### config.mk
export PLATFORM = sky130hd
export DESIGN_NAME = multi_input_valve_sequencer
export DESIGN_NICKNAME = d
export VERILOG_FILES = /design/src/rtl/multi_input_valve_sequencer.sv
export SDC_FILE = /design/constraint.sdc
export NUM_CORES = 1
export LEC_CHECK = 0
export BUFFER_PORTS_ARGS = -buffer_cell sky130_fd_sc_hd__buf_4
export CORE_MARGIN = 4
export CORE_UTILIZATION = 30
export DETAILED_ROUTE_END_ITERATION = 16
export GPL_TIMING_DRIVEN = 1
export HOLD_SLACK_MARGIN = 0.15
export PLACE_DENSITY = 0.58
export SLEW_MARGIN = 30
export SYNTH_ARGS = -nofsm -noshare
export SYNTH_HDL_FRONTEND = slang
export SYNTH_SLANG_ARGS = --single-unit
### constraint.sdc
create_clock -name clk -period 6.17 [get_ports clk]
set_clock_uncertainty 0.05 [all_clocks]
set_input_delay 0.9255 -clock clk [delete_from_list [all_inputs] [get_ports clk]]
set_output_delay 0.9255 -clock clk [all_outputs]
set_load 0.05 [all_outputs]
### src/rtl/multi_input_valve_sequencer.sv
// multi_input_valve_sequencer
// Drives the two source-mux valves (cp1/cp2) and the two reagent valves
// (cp3/cp4) of the multi-input cell trap through a fixed source-load then
// reagent-delivery sequence, with all-closed settle time between phases.
// Optional build macro SEQ_ABORT_EN adds an abort input and an aborted flag.
`timescale 1ns/1ps
module multi_input_valve_sequencer #(
  parameter int CNT_W    = 16,
  parameter int DEAD_CYC = 8
) (
  input  logic             clk,
  input  logic             rst,
  input  logic             cmd_valid,
  output logic             cmd_ready,
  input  logic             cmd_src,
  input  logic [1:0]       cmd_mix_mask,
  input  logic [CNT_W-1:0] cmd_load_cyc,
  input  logic [CNT_W-1:0] cmd_mix_cyc,
`ifdef SEQ_ABORT_EN
  input  logic             abort,
  output logic             aborted,
`endif
  output logic [1:0]       valve_mux,
  output logic [1:0]       valve_mix,
  output logic             busy,
  output logic             done,
  output logic [2:0]       phase
);

  typedef enum logic [2:0] {
    S_IDLE    = 3'd0,
    S_SETTLE1 = 3'd1,
    S_LOAD    = 3'd2,
    S_SETTLE2 = 3'd3,
    S_MIX     = 3'd4,
    S_SETTLE3 = 3'd5,
    S_DONE    = 3'd6
  } state_t;

  localparam logic [CNT_W-1:0] DEAD_M1 = CNT_W'(DEAD_CYC - 1);
  localparam logic [CNT_W-1:0] ONE     = CNT_W'(1);

  state_t           state, nxt;
  logic [CNT_W-1:0] cnt, cnt_nxt;

  // Latched command fields
  logic             src_q;
  logic [1:0]       mask_q;
  logic [CNT_W-1:0] load_q, mix_q;
  logic             mix_en;

  // Next values of the registered outputs
  logic [1:0]       mux_d, mix_d;
  logic             busy_d, done_d;

`ifdef SEQ_ABORT_EN
  logic             abort_take, abort_q, abort_q_nxt, aborted_d;
`endif

  assign cmd_ready = (state == S_IDLE);
  // MIX is only worth entering if it would open something for a nonzero time
  assign mix_en    = (mix_q != '0) && (mask_q != 2'b00);

  // Capture the command fields on the accepting edge; held until next accept
  always_ff @(posedge clk) begin
    if (cmd_valid && cmd_ready) begin
      src_q  <= cmd_src;
      mask_q <= cmd_mix_mask;
      load_q <= cmd_load_cyc;
      mix_q  <= cmd_mix_cyc;
    end
  end

  // State, phase counter and registered outputs; reset closes valves at once
  always_ff @(posedge clk or posedge rst) begin
    if (rst) begin
      state     <= S_IDLE;
      cnt       <= '0;
      valve_mux <= 2'b00;
      valve_mix <= 2'b00;
      busy      <= 1'b0;
      done      <= 1'b0;
      phase     <= 3'd0;
`ifdef SEQ_ABORT_EN
      abort_q   <= 1'b0;
      aborted   <= 1'b0;
`endif
    end else begin
      state     <= nxt;
      cnt       <= cnt_nxt;
      valve_mux <= mux_d;
      valve_mix <= mix_d;
      busy      <= busy_d;
      done      <= done_d;
      phase     <= nxt;
`ifdef SEQ_ABORT_EN
      abort_q   <= abort_q_nxt;
      aborted   <= aborted_d;
`endif
    end
  end

  // Phase sequencing with skip rules, plus counter reload on every phase entry
  always_comb begin
    nxt = state;
    case (state)
      S_IDLE:    if (cmd_valid) nxt = S_SETTLE1;
      S_SETTLE1: if (cnt == '0) begin
                   if (load_q != '0) nxt = S_LOAD;
                   else if (mix_en)  nxt = S_MIX;
                   else              nxt = S_DONE;
                 end
      S_LOAD:    if (cnt == '0) nxt = S_SETTLE2;
      S_SETTLE2: if (cnt == '0) nxt = mix_en ? S_MIX : S_DONE;
      S_MIX:     if (cnt == '0) nxt = S_SETTLE3;
      S_SETTLE3: if (cnt == '0) nxt = S_DONE;
      S_DONE:    nxt = S_IDLE;
      default:   nxt = S_IDLE;
    endcase
`ifdef SEQ_ABORT_EN
    abort_take = 1'b0;
    // An abort still honours the full dead time before DONE
    if (abort && (state == S_SETTLE1 || state == S_LOAD ||
                  state == S_SETTLE2 || state == S_MIX)) begin
      nxt        = S_SETTLE3;
      abort_take = 1'b1;
    end
    abort_q_nxt = (state == S_IDLE) ? 1'b0 : (abort_q | abort_take);
`endif
    cnt_nxt = cnt;
    if (nxt != state) begin
      // Durations are loaded as N-1 so the maximum field value never wraps
      case (nxt)
        S_SETTLE1, S_SETTLE2, S_SETTLE3: cnt_nxt = DEAD_M1;
        S_LOAD:                          cnt_nxt = load_q - ONE;
        S_MIX:                           cnt_nxt = mix_q - ONE;
        default:                         cnt_nxt = '0;
      endcase
    end else if (cnt != '0) begin
      cnt_nxt = cnt - ONE;
    end
  end

  // Output decode from the next state so valves change with the phase edge
  always_comb begin
    mux_d  = 2'b00;
    mix_d  = 2'b00;
    busy_d = (nxt != S_IDLE);
    done_d = (nxt == S_DONE);
    if (nxt == S_LOAD) mux_d = src_q ? 2'b10 : 2'b01;
    if (nxt == S_MIX)  mix_d = mask_q;
`ifdef SEQ_ABORT_EN
    aborted_d = (nxt == S_DONE) && abort_q;
`endif
  end

endmodule
== Word level (Yosys, flattened, before mapping) ==
Index checks and enable logic that the tools add are counted.
Storage, ports and cells
  register bits: 60
  input bits: 38
  output and inout bits: 10
  logic and storage cells: 51
Operators by class
  add/subtract/negate cells: 3
  eq/ne operators: 12
  mux-type cells: 15
  reductions and logical operators: 11
Operators by type and width (number)
  $pmux W16 S3: 1
  $reduce_bool A16 Y1: 3
  $sub A16 B1 Y16 const B: 3
  $mux W16: 2
  $mux W3: 7
  $pmux W3 S6: 1
  $logic_not A16 Y1: 1
  $eq A3 B3 Y1 const B: 5
  $eq A3 B2 Y1 const B: 4
  $mux W2: 4
  $eq A3 B1 Y1 const B: 2
  $reduce_bool A2 Y1: 2
  $logic_not A3 Y1: 1
  $ne A3 B3 Y1: 1
  $reduce_bool A3 Y1: 1
  $reduce_or A3 Y1: 1
  $logic_and A1 B1 Y1: 2

== Logic depth before layout (Yosys ltp) ==
Gate-level depths: netlist of the first run.
  depth after elaboration: 10
  depth in mapped cells: 18

== Least setup slack after synthesis of the first run ==
No wires, ideal clock.
  path type: flip-flop to flip-flop
  start point: register mix_q[7]
  end point: register cnt[12]
  setup time: 0.086 ns
  data arrival time: 3.797 ns
  required time: 6.034 ns
  slack: 2.237 ns
  stages on the path, launching flop included: 17
  buffers on the path: 1
  cell sequence: edfxtp_1 or4_4 or3_1 o41a_1 a31o_4 and2_4 buf_6 mux2_4 inv_1 ha_1 inv_1 nor3_1 nand2_1 nor2_1 xor2_1 mux2i_1 o22ai_1
On the way
  longest elaborated chain between the ends: 10
RTL lines
  start: declaration: line 49  | logic [CNT_W-1:0] load_q, mix_q;
  start signal: assignment: line 70  | mix_q <= cmd_mix_cyc;
  $reduce_bool A16 Y1: line 62  | assign mix_en = (mix_q != '0) && (mask_q != 2'b00);
  $logic_and A1 B1 Y1: line 62
  $mux W2: line 110, 114
  $mux W3: line 109  | if (load_q != '0) nxt = S_LOAD;
  $mux W3: line 108  | S_SETTLE1: if (cnt == '0) begin
  $pmux W3 S6: line 106  | case (state)
  $eq A3 B1 Y1, or another cell as far along: line 133  | case (nxt)
  $reduce_or A3 Y1: line 133
  $pmux W16 S3: line 133
  $mux W16: line 131  | if (nxt != state) begin
  end signal: assignment: line 90  | cnt <= cnt_nxt;
  end: declaration: line 44  | logic [CNT_W-1:0] cnt, cnt_nxt;
Parallel ways exist; a longest one is shown, timed or not.
A chain may end at the register's enable or synchronous reset.

== Final worst setup path of the first run ==
  start point: register cnt[0]
  end point: register cnt[12]
On the way
  longest elaborated chain between the ends: 7
RTL lines (line)
  $logic_not A16 Y1
  $mux W3, on equally long branches
  $pmux W3 S6: 106
  $eq A3 B1 Y1, or another cell as far along: 133
  $reduce_or A3 Y1: 133
  $pmux W16 S3: 133
  $mux W16: 131
Parallel ways exist; a longest one is shown, timed or not. The select of a mux whose other input is x is not followed.

==> results.yml, run 1 <==
status:
  outcome: "finished, final reports clean"
sta:
  final.period_utilization_pct: 70.7
  timing.fmax_mhz: 229
  worstMarginPinSlew_ns: 0.850
  hold_viol: 0
  setup_viol: 0
  hold_ws_ns: 0.379
  fin_tns_setup_ns: 0
  grt_setup_unrepaired: "false"
  min_period_ns: 4.36
  slew_viol_final: 0
  slew_headroom_pct: 43.0
critical_path:
  cp_max_fo: 17
  reg2reg_setup_slack_ns: 1.81
  crit_start: "cnt[0]$_DFFE_PP0P_"
  crit_chain: "inv_1, ha_1, or4b_4, nor3_1, nand3_1, nand3_1, and2_4, mux2_4, inv_1, ha_1, inv_1, nor3_1, nand2_1, nor2_1, xor2_1, mux2i_1, o22ai_1"
  cpMostUsedCell: "inv_1"
  cp_slowest_stage_delay_ns: 0.49
  crit_end: "cnt[12]$_DFFE_PP0P_"
  required_ns: 6.37
  r2r_cells: 17
  crit_family: "simple AND/OR/NAND/NOR gates"
  worstSetupPathDepth: 17
  cp_num_buf_inv: 3
  arrival_ns: 4.57
  end_kind: "flop"
  rr_startpoint: "cnt[0]$_DFFE_PP0P_"
  path_class: "flop to flop"
  worstReg2RegEnd: "cnt[12]$_DFFE_PP0P_"
  cpMaxStageDelayCell: "or4b_4"
  start_kind: "flop"
floorplanning:
  fp.dieH_um: 111
  start_util_pct: 30.9
  ios: 48
  die_w_um: 111
  coreArea_um2: 10300
  die_area_um2: 12400
  num_rows: 37
layout:
  final_nets: 370
  syn_to_final_growth_pct: 20.5
  fillers: 1015
  layout-drive-gt1-share_pct: 23.3
  layout.cells.most_common: "buf_4"
  layout_common_cells: "buf_4 (48), edfxtp_1 (35), dfrtp_1 (25), xnor2_1 (23), nor2_1 (22)"
  diodes: 0
yosys:
  yosysSeqAreaShare_pct: 52.5
  synthFlopType: "edfxtp_1"
  synthCells: 280
  async_flop_share_pct: 41.7
  synth.distinct_cells: 53
  syn_avg_cell_area_um2: 11.4
  synth_nets: 320
  ys_ff_latch: 60
  synth-edff-count: 35
  syn-cell-area_um2: 3190
  yosys_warnings: 0
routing:
  wl_per_cell_um: 15.1
  viasPerCell: 4.93
  via_count: 2324
  remaining_drc_errors: 0
  ant_nets: 0
  dr.first_iter.drc_count: 132
  drt_wl_total_um: 7130
  firstDrtPassIters: 4
clocking:
  htreeDepth: 3
  cts_made_buffers: 9
  clkSlewWorstSetupHoldPaths_ns: 0.07
  clock_sinks: 60
  clock_latency_ns: 0.34
  clock_path_buffers: 2
  ctsResizeCount: 0
  tritoncts: "built"
  ctsHoldBuffers: 0
  ctsRootBufferMaster: "clkbuf_8"
  cts_setup_buffers: 0
global_route:
  grt_usage_pct: 12.0
  grt_pass1_vias: 2295
  overflow: 0
  grt_max_degree: 36
  grt_pass1_wl_um: 11900
  antenna_found_initial: 0
flow_run:
  maxCapViolations: 0
hold_path:
  min_path_cells: 1
  hp-class: "flop to flop"
placed_design:
  gp_congestion: 0.861
  io_buffers: 47
  dp_hpwl_um: 5400
power_and_ir_drop:
  ir_drop_mv: 0.124
  total_power_mw: 1.39
  power.leakage_nw: 1.46
  p_per_area_nw_per_um2: 361
## where the power goes
part	leakage, nW	internal [mW]	switching [mW]
clock	0.0911	0.182	0.152
sequential	0.640	0.503	0.0782
combinational	0.724	0.196	0.276
total	1.46	0.881	0.506
## worst reg2reg max path: cells and delay by family, from the launching register on
kind	cells	cell delay, ns
simple gates	8	2.50
xor+xnor	1	0.16
compound gates	1	0.14
mux	2	0.42
flops	1	0.41
fa+ha+maj	2	0.38
buf+inv	3	0.23
## worst min path at each step
stage / start / slack, ns / to
final: src_q$_DFFE_PP_ / 0.38 / valve_mux[0]$_DFF_PP0_
after detailed placement: src_q$_DFFE_PP_ / 0.38 / valve_mux[0]$_DFF_PP0_
after global placement: src_q$_DFFE_PP_ / 0.36 / valve_mux[0]$_DFF_PP0_
after floorplan: src_q$_DFFE_PP_ / 0.36 / valve_mux[0]$_DFF_PP0_
after CTS: src_q$_DFFE_PP_ / 0.39 / valve_mux[0]$_DFF_PP0_
after global routing: src_q$_DFFE_PP_ / 0.42 / valve_mux[0]$_DFF_PP0_
## routing by layer
layer | global-route usage (%) | wire length (um) | vias to the layer above
met4 | 3.89 | 98 | 0
met3 | 2.95 | 394 | 7
li1 | - | - | 1134
met1 | 16.9 | 3320 | 1107
met2 | 18.3 | 3320 | 76
met5 | 0 | 0 | -
## logic make-up after synthesis
family,share of synthesized area [%]
and+or+nand+nor,17.8
DFF,52.5
AOI/OAI and AO/OA,12.2
xor gates and xnor gates,9.88
buffers and inverters,2.90
muxes,3.92
adders and majority gates,0.784
## layout make-up
type	count	area [um2]	area share, %
clock buffer	10	128	3.32
clock inverter	6	55.1	1.43
sequential	60	1680	43.6
multi-input combinational	202	1420	37.0
tap	136	170	4.42
inverter	9	33.8	0.878
timing repair buffer	48	360	9.37
## per-stage QoR
stage	instances	cell area [um2]	utilization [%]	worst slack [ns]
after floorplan	280	3190	-	2.24
after global placement	455	3660	35.5	1.93
after detailed placement	455	3660	35.5	1.80
after CTS	471	3850	37.3	1.78
after global routing	471	3850	37.3	1.24
final	471	3850	37.3	1.81
## cells in the mapped netlist, drive strengths merged (9+ instances only)
master	count	share of area [%]
edfxtp	35	33
nor3	13	2.0
xnor2	23	6.3
o22ai	10	2.4
nor2	22	2.6
or4	10	2.7
nand2	12	1.4
inv	9	1.1
dfrtp	25	20
xor2	13	3.6
nand2b	10	2.0
## state kept, by name, indices dropped and copies added (netlist names)
register	flops
mix_q	16
done	1
state	3
src_q	1
mask_q	2
valve_mux	2
load_q	16
busy	1
valve_mix	2
cnt	16
Note: power is estimated with default switching activity, not from simulation.
==> run 2: changes to the inputs <==
ABC_AREA = 1   (was default)
clock period = 4.5 ns   (was 6.17 ns; I/O delays follow)
==> results.yml, run 2 <==
status:
  outcome: "finished, final reports clean"
sta:
  fin_tns_setup_ns: 0
  hold_viol: 0
  worstMarginPinSlew_ns: 0.693
  slew_viol_final: 0
  setup_slack_ns: 1.23
  grt_setup_unrepaired: "false"
  min_period_ns: 3.27
  final.period_utilization_pct: 72.7
  timing.fmax_mhz: 306
  slew_headroom_pct: 53.6
  setup_viol: 0
power_and_ir_drop:
  power.leakage_nw: 1.97
  ir_drop_mv: 0.242
  p_per_area_nw_per_um2: 639
critical_path:
  path_class: "flop to flop"
  cpMostUsedCell: "nand2_1"
  reg2reg_setup_slack_ns: 1.23
  cpMaxStageDelayCell: "nand3_4"
  start_kind: "flop"
  cp_slowest_stage_delay_ns: 0.41
  required_ns: 4.63
  worstReg2RegEnd: "cnt[14]$_DFFE_PP0P_"
  crit_chain: "inv_1, ha_1, nand3_2, nor2_4, nand3_1, nand3_1, nand2_2, nand3_4, nand2_1, nand2_1, ha_1, nand3_2, nor2_4, nand3_1, nand2_1, nand2_1, nand2_1, a21oi_2"
  arrival_ns: 3.40
  crit_family: "simple AND/OR/NAND/NOR gates"
  rr_startpoint: "cnt[0]$_DFFE_PP0P_"
  cp_max_fo: 31
  end_kind: "flop"
  cp_num_buf_inv: 1
  r2r_cells: 18
floorplanning:
  num_rows: 39
  start_util_pct: 30.9
  ios: 48
  coreArea_um2: 11500
  die_area_um2: 13700
  fp.dieH_um: 117
  die_w_um: 117
global_route:
  grt_pass1_wl_um: 13500
  grt_max_degree: 36
  antenna_found_initial: 0
  grt_pass1_vias: 2841
  overflow: 0
  grt_usage_pct: 12.7
clocking:
  ctsResizeCount: 0
  cts_made_buffers: 9
  clkSlewWorstSetupHoldPaths_ns: 0.05
  ctsHoldBuffers: 0
  clock_sinks: 60
  ctsRootBufferMaster: "clkbuf_16"
  clock_path_buffers: 2
  htreeDepth: 3
  cts_setup_buffers: 0
  tritoncts: "built"
  clock_latency_ns: 0.33
placed_design:
  preCtsSetupSlack_ns: 1.24
  dp_hpwl_um: 6070
  dp.cells: 612
  place_area_um2: 4010
  gp_congestion: 0.902
  io_buffers: 47
layout:
  syn_to_final_growth_pct: 20.5
  layout_common_cells: "nand2_1 (102), inv_1 (61), buf_4 (48), nor2_1 (45), edfxtp_1 (35)"
  layout.cells.non_filler: 628
  final_nets: 520
  fillers: 1190
  layout.cells.most_common: "nand2_1"
  diodes: 0
  design_area_um2: 4300
  top_regs: "cnt: 16 flops, load_q: 16 flops, mix_q: 16 flops"
  layout-drive-gt1-share_pct: 20.8
routing:
  viasPerCell: 4.71
  ant_nets: 0
  firstDrtPassIters: 4
  dr.first_iter.drc_count: 239
  remaining_drc_errors: 0
  wl_per_cell_um: 12.7
  via_count: 2960
  drt_wl_total_um: 7970
yosys:
  syn-cell-area_um2: 3560
  yosys-top-cells-count: "nand2_1 (102), inv_1 (62), nor2_1 (45)"
  yosysSeqAreaShare_pct: 47.1
  yosys_warnings: 0
  synthFlopType: "edfxtp_1"
  synth_nets: 474
  yosysTopAreaCellShare_pct: 29.5
  syn_avg_cell_area_um2: 8.21
  synthCells: 434
  ys_top_cells_by_area: "edfxtp_1 (29%), dfrtp_1 (18%), nand2_1 (11%)"
  async_flop_share_pct: 41.7
  synth-edff-count: 35
  yosys.area.top_type: "edfxtp_1"
  synth.most_common_cell: "nand2_1"
  synth.distinct_cells: 36
  ys_ff_latch: 60
hold_path:
  hp-class: "input pin to async pin"
flow_run:
  maxCapViolations: 0
-- run 2: changes by cell type in the layout (fill, tap and decap cells not counted), moves of 9 or more --
cell       before  now
a21oi_1         8   19
clkbuf_16       0    9
inv_1           8   61
nand2_1        12  102
nand2_2         0   11
nand2b_1       10    0
nand3_1         4   30
nand4_1         0   29
nor2_1         22   45
nor3_1         13    2
xnor2_1        23    3
-- run 2: worst max-delay path by stage --
stage	endpoint	cells after the start	from
floorplan	cnt[14]$_DFFE_PP0P_	19	state[0]$_DFF_PP0_
global placement	cnt[14]$_DFFE_PP0P_	18	cnt[0]$_DFFE_PP0P_
detailed placement	cnt[14]$_DFFE_PP0P_	18	cnt[0]$_DFFE_PP0P_
CTS	cnt[14]$_DFFE_PP0P_	18	cnt[0]$_DFFE_PP0P_
global route	cnt[12]$_DFFE_PP0P_	17	cnt[0]$_DFFE_PP0P_
finish	cnt[14]$_DFFE_PP0P_	18	cnt[0]$_DFFE_PP0P_
-- run 2: worst reg2reg max path, cell delays in order (launching register included) --
cell and delay [ns]:
dfrtp_1 0.37, inv_1 0.12, ha_1 0.25, nand3_2 0.14, nor2_4 0.19, nand3_1 0.09, nand3_1 0.09, nand2_2 0.29
nand3_4 0.42, nand2_1 0.10, nand2_1 0.17, ha_1 0.23, nand3_2 0.14, nor2_4 0.18, nand3_1 0.10, nand2_1 0.07
nand2_1 0.04, nand2_1 0.06, a21oi_2 0.05
-- run 2: cell type report --
| type | instances | area (um2) | share of cell area [%] |
|---|---|---|---|
| clock buffers | 14 | 254 | 5.91 |
| clock inverters | 2 | 33.8 | 0.786 |
| inverters | 64 | 240 | 5.59 |
| multi-input cells | 297 | 1550 | 36.1 |
| flip-flops and latches | 60 | 1680 | 39.0 |
| well taps | 143 | 179 | 4.17 |
| repair buffers | 48 | 360 | 8.39 |
-- run 2: cell families after synthesis --
logic type	after synthesis	synth area share (%)
AO/OA/AOI/OAI	43	7.16
XOR/XNOR	9	2.21
adder cells (fa/ha/maj)	2	0.702
buffers and inverters	77	9.41
flip-flops	60	47.1
AND/OR/NAND/NOR	243	33.5
-- run 2: per-stage QoR --
stage,total power [mW],util (%),hold WS [ns]
after floorplan,1.85,-,0.355
after global placement,2.06,34.8,0.366
after detailed placement,2.09,34.8,0.364
after CTS,2.77,37.3,0.362
after global routing,2.97,37.3,0.383
final,2.74,37.3,0.349
-- run 2: power breakdown --
group	internal [mW]	total (mW)	leakage, nW	switching [mW]
Clock	0.441	0.661	0.139	0.220
Sequential	0.727	0.821	0.649	0.0939
Combinational	0.379	1.26	1.18	0.882
Total	1.55	2.74	1.97	1.20
-- run 2: layer usage --
| metal | vias to the layer above | routed length, um | track usage [%] |
|---|---|---|---|
| met4 | 0 | 217 | 6.96 |
| li1 | 1521 | - | - |
| met5 | - | 0 | 0 |
| met1 | 1363 | 3690 | 16.4 |
| met2 | 62 | 3770 | 20.2 |
| met3 | 14 | 288 | 2.47 |
